[src/rtl/branch_predict_unit.sv]
// Direct-mapped branch predictor: tagged entries with saturating counters, bimodal or gshare indexing,
// combinational lookup, single-cycle update, saturating resolve/mispredict statistics.
module branch_predict_unit #(
  parameter int ENTRIES = 16,
  parameter int CNT_W   = 2,
  parameter int HIST_W  = 4,
  parameter int MODE    = 0
) (
  input  logic                       CLK,
  input  logic                       RST,
  input  logic [31:0]                lookup_pc,
  output logic                       pred_taken,
  output logic [31:0]                pred_target,
  output logic                       pred_hit,
  output logic [$clog2(ENTRIES)-1:0] pred_idx,
  input  logic                       upd_en,
  input  logic [31:0]                upd_pc,
  input  logic [$clog2(ENTRIES)-1:0] upd_idx,
  input  logic                       upd_taken,
  input  logic [31:0]                upd_target,
  input  logic                       upd_pred_taken,
  input  logic                       stat_clr,
  output logic [31:0]                br_count,
  output logic [31:0]                mispred_count
);

  localparam int IDX_W = $clog2(ENTRIES);
  localparam int TAG_W = 30 - IDX_W;
  localparam logic [CNT_W-1:0] CNT_MAX  = '1;
  localparam logic [CNT_W-1:0] CNT_WEAK = CNT_W'(1) << (CNT_W - 1);

  logic             valid_q  [ENTRIES];
  logic             valid_d  [ENTRIES];
  logic [TAG_W-1:0] tag_q    [ENTRIES];
  logic [TAG_W-1:0] tag_d    [ENTRIES];
  logic [29:0]      target_q [ENTRIES];
  logic [29:0]      target_d [ENTRIES];
  logic [CNT_W-1:0] cnt_q    [ENTRIES];
  logic [CNT_W-1:0] cnt_d    [ENTRIES];
  logic [HIST_W-1:0] ghr_q, ghr_d;
  logic [31:0]      br_count_q, br_count_d;
  logic [31:0]      mispred_count_q, mispred_count_d;

  logic [IDX_W-1:0] lk_idx;
  logic [TAG_W-1:0] upd_tag;
  logic             upd_hit;
  logic             mispred;
  logic [5:0]       unused_bits;

  assign unused_bits = {lookup_pc[1:0], upd_pc[1:0], upd_target[1:0]};

  // History is zero-extended into the low index bits in gshare mode.
  always_comb begin
    lk_idx = lookup_pc[IDX_W+1:2];
    if (MODE == 1) lk_idx = lk_idx ^ IDX_W'(ghr_q);
  end

  assign pred_idx    = lk_idx;
  assign pred_hit    = valid_q[lk_idx] && (tag_q[lk_idx] == lookup_pc[31:IDX_W+2]);
  assign pred_taken  = pred_hit && cnt_q[lk_idx][CNT_W-1];
  assign pred_target = pred_hit ? {target_q[lk_idx], 2'b00} : lookup_pc + 32'd4;

  assign upd_tag = upd_pc[31:IDX_W+2];
  assign upd_hit = valid_q[upd_idx] && (tag_q[upd_idx] == upd_tag);
  // A correctly-predicted taken branch still counts as a miss if it went somewhere else.
  assign mispred = (upd_pred_taken != upd_taken) ||
                   (upd_taken && upd_pred_taken && (target_q[upd_idx] != upd_target[31:2]));

  always_comb begin
    valid_d         = valid_q;
    tag_d           = tag_q;
    target_d        = target_q;
    cnt_d           = cnt_q;
    ghr_d           = ghr_q;
    br_count_d      = br_count_q;
    mispred_count_d = mispred_count_q;
    if (upd_en) begin
      ghr_d = HIST_W'({ghr_q, upd_taken});
      if (upd_hit) begin
        if (upd_taken) begin
          if (cnt_q[upd_idx] != CNT_MAX) cnt_d[upd_idx] = cnt_q[upd_idx] + CNT_W'(1);
          target_d[upd_idx] = upd_target[31:2];
        end else if (cnt_q[upd_idx] != '0) begin
          cnt_d[upd_idx] = cnt_q[upd_idx] - CNT_W'(1);
        end
      end else if (upd_taken) begin
        valid_d[upd_idx]  = 1'b1;
        tag_d[upd_idx]    = upd_tag;
        target_d[upd_idx] = upd_target[31:2];
        cnt_d[upd_idx]    = CNT_WEAK;
      end
      if (br_count_q != '1) br_count_d = br_count_q + 32'd1;
      if (mispred && (mispred_count_q != '1)) mispred_count_d = mispred_count_q + 32'd1;
    end
    if (stat_clr) begin
      br_count_d      = '0;
      mispred_count_d = '0;
    end
  end

  always_ff @(posedge CLK or posedge RST) begin
    if (RST) begin
      for (int i = 0; i < ENTRIES; i++) begin
        valid_q[i] <= 1'b0;
        cnt_q[i]   <= '0;
      end
      ghr_q           <= '0;
      br_count_q      <= '0;
      mispred_count_q <= '0;
    end else begin
      valid_q         <= valid_d;
      cnt_q           <= cnt_d;
      ghr_q           <= ghr_d;
      br_count_q      <= br_count_d;
      mispred_count_q <= mispred_count_d;
    end
  end

  // Tag and target are qualified by valid, so they carry no reset.
  always_ff @(posedge CLK) begin
    tag_q    <= tag_d;
    target_q <= target_d;
  end

  assign br_count      = br_count_q;
  assign mispred_count = mispred_count_q;

endmodule

[config.mk]
export PLATFORM = sky130hd
export DESIGN_NAME = branch_predict_unit
export DESIGN_NICKNAME = d
export VERILOG_FILES = /design/src/rtl/branch_predict_unit.sv
export SDC_FILE = /design/constraint.sdc
export NUM_CORES = 2
export LEC_CHECK = 0
export BUFFER_PORTS_ARGS = -buffer_cell sky130_fd_sc_hd__buf_2
export CAP_MARGIN = 5
export CORE_MARGIN = 4
export CORE_UTILIZATION = 30
export CTS_BUF_LIST = sky130_fd_sc_hd__clkbuf_2 sky130_fd_sc_hd__clkbuf_4 sky130_fd_sc_hd__clkbuf_8
export CTS_CLUSTER_DIAMETER = 100
export CTS_CLUSTER_SIZE = 40
export DETAILED_ROUTE_END_ITERATION = 8
export MAX_ROUTING_LAYER = met4
export PLACE_DENSITY = 0.46
export SYNTH_ARGS = -nofsm -noshare
export SYNTH_HDL_FRONTEND = slang
export SYNTH_SLANG_ARGS = --single-unit
[constraint.sdc]
create_clock -name CLK -period 5.3 [get_ports CLK]
set_input_delay 0.53 -clock CLK [delete_from_list [all_inputs] [get_ports CLK]]
set_output_delay 0.53 -clock CLK [all_outputs]
set_load 0.02 [all_outputs]
## Word level (Yosys, flattened, before mapping)

Index checks and enable logic that the tools add are counted.

| storage, ports and cells | value |
|---|---|
| memory bits (writable) | 0 |
| memories | 0 |
| memory bits (read-only) | 0 |
| input port bits | 106 |
| latch bits | 0 |
| logic and storage cells | 156 |
| register bits after elaboration | 1008 |
| output and inout bits | 102 |

| cells by class | value |
|---|---|
| add/subtract/negate cells | 5 |
| mux-type cells | 48 |
| magnitude comparators | 3 |
| equal/unequal tests | 8 |
| multiply operators | 0 |
| bitwise operators | 7 |
| shift-type cells | 0 |
| reductions and logical operators | 19 |
| div/mod/pow operators | 0 |

Operators with widths:

| kind | count |
|---|---|
| $bwmux 480 | 1 |
| $bwmux 416 | 1 |
| $mux 32 | 12 |
| $bmux 30 s4 | 2 |
| $bmux 26 s4 | 2 |
| $mux 30 | 5 |
| $mux 26 | 5 |
| $demux 30 s4 | 1 |
| $demux 26 s4 | 1 |
| $add 32x1->32 const B | 2 |
| $bwmux 32 | 2 |
| $ne 32x32->1 const B | 2 |
| $eq 26x26->1 | 2 |
| $add 32x3->32 const B | 1 |
| $or 16x16->16 | 2 |
| $ne 30x30->1 | 1 |
| $and 16x16->16 | 1 |
| $bmux 2 s4 | 2 |
| $not 16->16 | 1 |
| $reduce_bool 2->1 | 6 |
| $ge 5x5->1 const B | 2 |
| $mux 2 | 5 |
| $not 4->5 | 2 |
| $bmux 1 s4 | 2 |
| other kinds (15) | 27 |

## Longest topological paths before layout

| logic depth | value |
|---|---|
| depth after elaboration | 11 |
| gate-level depth with buffers | 17 |
| gate-level depth less buffers | 10 |

## Worst setup path after synthesis

Ideal clock, no wire load.

| timing path | value |
|---|---|
| path kind | input-to-reg |
| from | input upd_idx[0] |
| to | register cnt_q[18] (netlist bit) |
| required time | 5.175 ns |
| buffers on the path | 8 |
| cell stages on the path | 16 |
| setup slack | 0.860 ns |
| arrival time | 4.315 ns |
| setup time | 0.125 ns |
| path through | buf_6 -> buf_8 -> buf_12 -> buf_4 -> buf_4 -> buf_1 -> mux4_2 -> mux4_2 -> ha_1 -> inv_1 -> nor4_1 -> and4_1 -> clkbuf_1 -> buf_2 -> o32ai_1 -> mux2_2 |

| on the way | value |
|---|---|
| word-level cells in the longest chain between the ends | 9 |
| elaborated cells on any way between the ends | 34 |
| classes of those cells | add/sub (2); order compare (2); eq/ne (3); mux (18); bitwise (3); reduce/logical (6) |

RTL lines:

| item | line | text |
|---|---|---|
| from (decl) | 18 | `input logic [$clog2(ENTRIES)-1:0] upd_idx,` |
| $not 4->5 (not written as such) (*) | n/a |  |
| $bmux 2 s4 (tied with other cells) | 81, 83, 84 |  |
| $mux 2 (not written as such) or $logic_and 1x1->1 (tied branches) | n/a |  |
| $mux 2 (on tied branches) | n/a |  |
| $sub 2x1->2 (tied with other cells) | 84 | `cnt_d[upd_idx] = cnt_q[upd_idx] - CNT_W'(1);` |
| $bwmux 32 (tied with other cells) | 84 |  |
| $mux 32 (tied with other cells) | 83 | `end else if (cnt_q[upd_idx] != '0) begin` |
| $mux 32 (on tied branches) | 80, 86 |  |
| $mux 32 | 79 | `if (upd_hit) begin` |
| to (signal assigned) | 112 | `cnt_q <= cnt_d;` |
| to (decl) | 38 | `logic [CNT_W-1:0] cnt_q [ENTRIES];` |

Every way passes the cells marked *; elsewhere a longest branch is shown, timed or not. The select of a mux whose other input is x is not followed.
A chain may end at the register's enable or synchronous reset.

## Worst setup path in the final report

| timing path | value |
|---|---|
| from | register tag_q[51] (netlist bit) |
| to | output pred_target[18] |

| on the way | value |
|---|---|
| word-level cells in the longest chain between the ends | 6 |

RTL lines:

| item | line | text |
|---|---|---|
| from (decl) | 34 | `logic [TAG_W-1:0] tag_q [ENTRIES];` |
| from (signal assigned) | 121 | `tag_q <= tag_d;` |
| $bmux 26 s4 | 59 | `assign pred_hit = valid_q[lk_idx] && (tag_q[lk_idx] == lookup_pc[31:IDX_W+2]);` |
| $mux 26 (not written as such) (2 in series) | 59 |  |
| $eq 26x26->1 | 59 |  |
| $logic_and 1x1->1 | 59 |  |
| $mux 32 | 61 | `assign pred_target = pred_hit ? {target_q[lk_idx], 2'b00} : lookup_pc + 32'd4;` |
| to (decl) | 13 | `output logic [31:0] pred_target,` |

Every way passes these cells. The select of a mux whose other input is x is not followed.

==> results.txt <==
The run finished with clean final reports. The required time at the worst-slack endpoint is 4770 ps. The starting utilization of the core area is 30.2%. The synthesized netlist contains 73 unique library cells.

After routing the design area is 55300 um2. The number of DRC violations after detailed-routing iteration 0 is 2919. By area the synthesized netlist is led by edfxtp_1, mux4_2, dfrtp_1. Subtracting the final worst setup slack from the clock period gives 5100 ps. The full die area is 171000 um2. The number of flip-flops and latches in the synthesized netlist is 1008. The clock latency on the worst-skew pair is 850 ps.

The vertical die dimension came out at 413 um. Counting every net in the synthesized netlist gives 2860. The half-perimeter wire length of the detailed placement result came out at 104000 um. Of the total synthesized cell area, the portion taken by XOR and XNOR cells is 2.42%. The reg2reg setup slack came out at 1330 ps. The congestion estimate from routability-driven global placement came to 0.814. From left edge to right edge, the die measures 413 um. The via-per-instance ratio came out at 5.51. The share of flip-flops with an asynchronous set or reset after synthesis is 11.1%. The worst register-to-register path begins at tag_q[286]. The number of enable flip-flop cells after synthesis came out at 896. Setup repair after global routing left no endpoint under its margin. The post-route clock skew is 108 ps. Relative to the synthesized area, the layout overhead comes to 12.2%. The first global-routing pass estimated 227000 um of wire. The most used flip-flop cell after synthesis is edfxtp_1. The worst path meets setup with 202 ps of slack. The worst setup path is captured at an output pin. Global routing consumed, over all layers together, 19.1% of the routing resources.

The first element of the critical path is tag_q[51]. In this run the number of H-tree levels came out at 2. For this block, the via count after detailed routing is 28700. The post-placement setup slack is 81.1 ps. The buffer cell driving the clock tree root is clkbuf_8. TritonCTS created 43 clock buffers. Max-cap violations in this run came to 0. The worst setup path is launched from a flop. After clock tree synthesis, the clock-pin slew on the worst setup and hold paths is 220 ps.

The number of setup violations in the final report came out at 0. The top-level port count is 208. The DRC violation count after routing came out at 0. The setup TNS after final layout came out at 0 ps. CTS saw 1008 sinks. The share of the clock period used by the worst path came out at 96.2%. On the final layout, the worst hold slack is 80.1 ps. The compound-gate portion of the synthesized area came out at 3.13%.

The static power due to leakage is 17.9 nW. Entering global routing, the biggest net connects 124 pins. The critical path endpoint is pred_target[18].

At the end of the flow, the number of nets in the layout was 3096. The worst stage delay on the critical path came out at 530 ps. The highest net fanout along the worst path is 37. Traced cell by cell, the critical path runs through mux4_2 > mux4_2 > xnor2_1 > nand4_1 > nor4_4 > buf_4 > nand2_4 > buf_12 > a21oi_1 > buf_2. The portion of synthesized cell area occupied by the leading cell type came out at 54.6%.

The maximum clock path buffer count came out at 3. The power density relative to cell area is 265 nW/um2. The number of buffers inserted to repair setup after CTS came out at 0. Leaving out fill and tap cells, the most frequent cells in the layout are edfxtp_1, mux4_2, buf_2, mux2i_1, buf_4. The final number of max-transition violations came out at 0. The synthesized netlist devotes 4.73% of its cell area to simple gates.

The number of search-and-repair iterations in the first detailed-routing pass is 8. The category of the critical setup timing path is flop to output pin. The instance count after placement with tap cells included is 5075. The biggest area contributor in the post-synthesis netlist is edfxtp_1.

At the end of the flow the core is filled with cells to 33.9%. The library cell used most frequently in the layout, excluding fill and tap cells, is edfxtp_1. The floorplan row count is 148. The worst IR drop on VDD is 0.000214 V. The layout filler cell count came out at 15500. The initial antenna violation count was 21.

The via count of the first global-routing pass is 29800. The synthesized area came out at 49200 um2. The top achievable clock speed came out at 196 MHz.

The wire length per cell after detailed routing is 30.8 um. The number of port buffers came out at 199. The relative slew slack is 32.0%. The post-placement cell area is 53600 um2.

The most frequent cell on the critical path is mux4_2. The fraction of the mapped netlist area in adder cells came out at 0.152%. After detailed routing, the total wire length is 161000 um. For this run, the number of Yosys warnings is 0. After synthesis, the largest family of logic cells by area is multiplexers. TritonCTS built the clock tree. The total count of hold-check failures in the final report came to 0. The number of cells on the worst reg-to-reg path is 11.

In this run the critical register-to-register path is captured at tag_q[318]. The completed layout was analyzed and its total power is 14.6 mW. The total grt overflow came out at 0. The number of antenna-violating nets in the routed design is 0.

The worst hold path belongs to the class input port to flop. Data on the critical path arrives at its endpoint at 4570 ps. The core region is 163000 um2. The mean cell area of the mapped netlist came out at 17.9 um2. For the pin with the worst max-slew slack, the measured transition is 1020 ps. Multiplexer cells account for 26.8% of the synthesized area. Summing the sequential cell areas from Yosys gives 60.3% of the chip area.

The critical path's slowest cell is mux4_2. The fraction of final layout cells sized beyond drive strength 1 is 34.0%. The count of non-filler cells in the finished layout came out at 5210. The post-synthesis instance total came out at 2748.
[cells by family (layout without fill, tap and decap cells)]
logic type / count (synthesis) / after routing
compound gates: 224 / 224
simple gates: 457 / 457
buf+inv: 223 / 494
xor+xnor: 136 / 136
flops: 1008 / 1008
mux: 694 / 694
fa+ha+maj: 6 / 6
other cells: 0 / 16
[report_power, final]
part,total (mW),internal [mW],switching (mW)
combinational,1.85,0.800,1.05
sequential,8.87,8.79,0.0824
clock,3.91,1.09,2.81
[cell usage after synthesis (6+ instances only)]
cell,n
inv_1,29
nor3_1,19
nand4_1,41
a22oi_1,31
buf_4,15
mux4_2,491
nand2_1,78
a211oi_1,9
and3_1,24
nand3_1,64
mux2_2,47
buf_6,22
and2_1,13
ha_1,6
buf_1,26
dfrtp_1,112
xnor2_1,85
nor4_1,13
nor2_1,127
or4_1,9
clkbuf_1,90
o21ai_0,12
mux2i_1,147
buf_2,32
a21oi_1,60
a22o_1,11
o21bai_1,16
and4_1,11
o32ai_1,8
o22ai_1,17
nor2b_1,21
or3_1,17
edfxtp_1,896
o31ai_1,8
xor2_1,51
[critical path: cells and delay by family (launching register included)]
kind                   cells  cell delay (ps)
multiplexers               2             1020
XOR/XNOR                   1              360
flip-flops                 1              460
buffers and inverters      3              690
AO/OA/AOI/OAI              1              520
AND/OR/NAND/NOR            3              650
[worst min path at each step]
stage | from | endpoint | cells after the start
finish | upd_target[5] | target_q[453] | 1
global route | upd_target[5] | target_q[453] | 1
CTS | upd_target[5] | target_q[453] | 1
detailed placement | valid_q[5] | valid_q[5] | 1
global placement | valid_q[4] | valid_q[4] | 1
floorplan | valid_q[13] | valid_q[13] | 1
[flip-flops by register name, indices dropped and copies added, names as in the netlist]
signal / cells
tag_q: 416
br_count: 32
target_q: 480
cnt_q: 32
mispred_count: 32
valid_q: 16
[final cells by class]
class / count / area (um2) / area share, %
Antenna cell: 16 / 40.0 / 0.0725
Clock buffer: 46 / 621 / 1.12
Clock inverter: 34 / 533 / 0.965
Inverter: 31 / 119 / 0.215
Multi-Input combinational cell: 1517 / 18600 / 33.6
Sequential cell: 1008 / 29700 / 53.8
Tap cell: 2175 / 2720 / 4.93
Timing Repair Buffer: 383 / 2960 / 5.35
[what timing repair did]
action / in CTS / in global routing
pin swaps: 0 / 0
resized for setup: 1 / 4
setup endpoints to repair: 12 / 5
hold buffers: 39 / 0
hold endpoints to repair: 491 / 0
[per-layer routing]
layer	routed length, um	vias up	global-route usage, %
met5	0	-	-
met3	11800	132	3.44
met1	70700	15700	26.5
met4	2660	0	3.23
li1	-	11900	-
met2	75600	1011	30.0
Power figures use the tool's default switching activity.
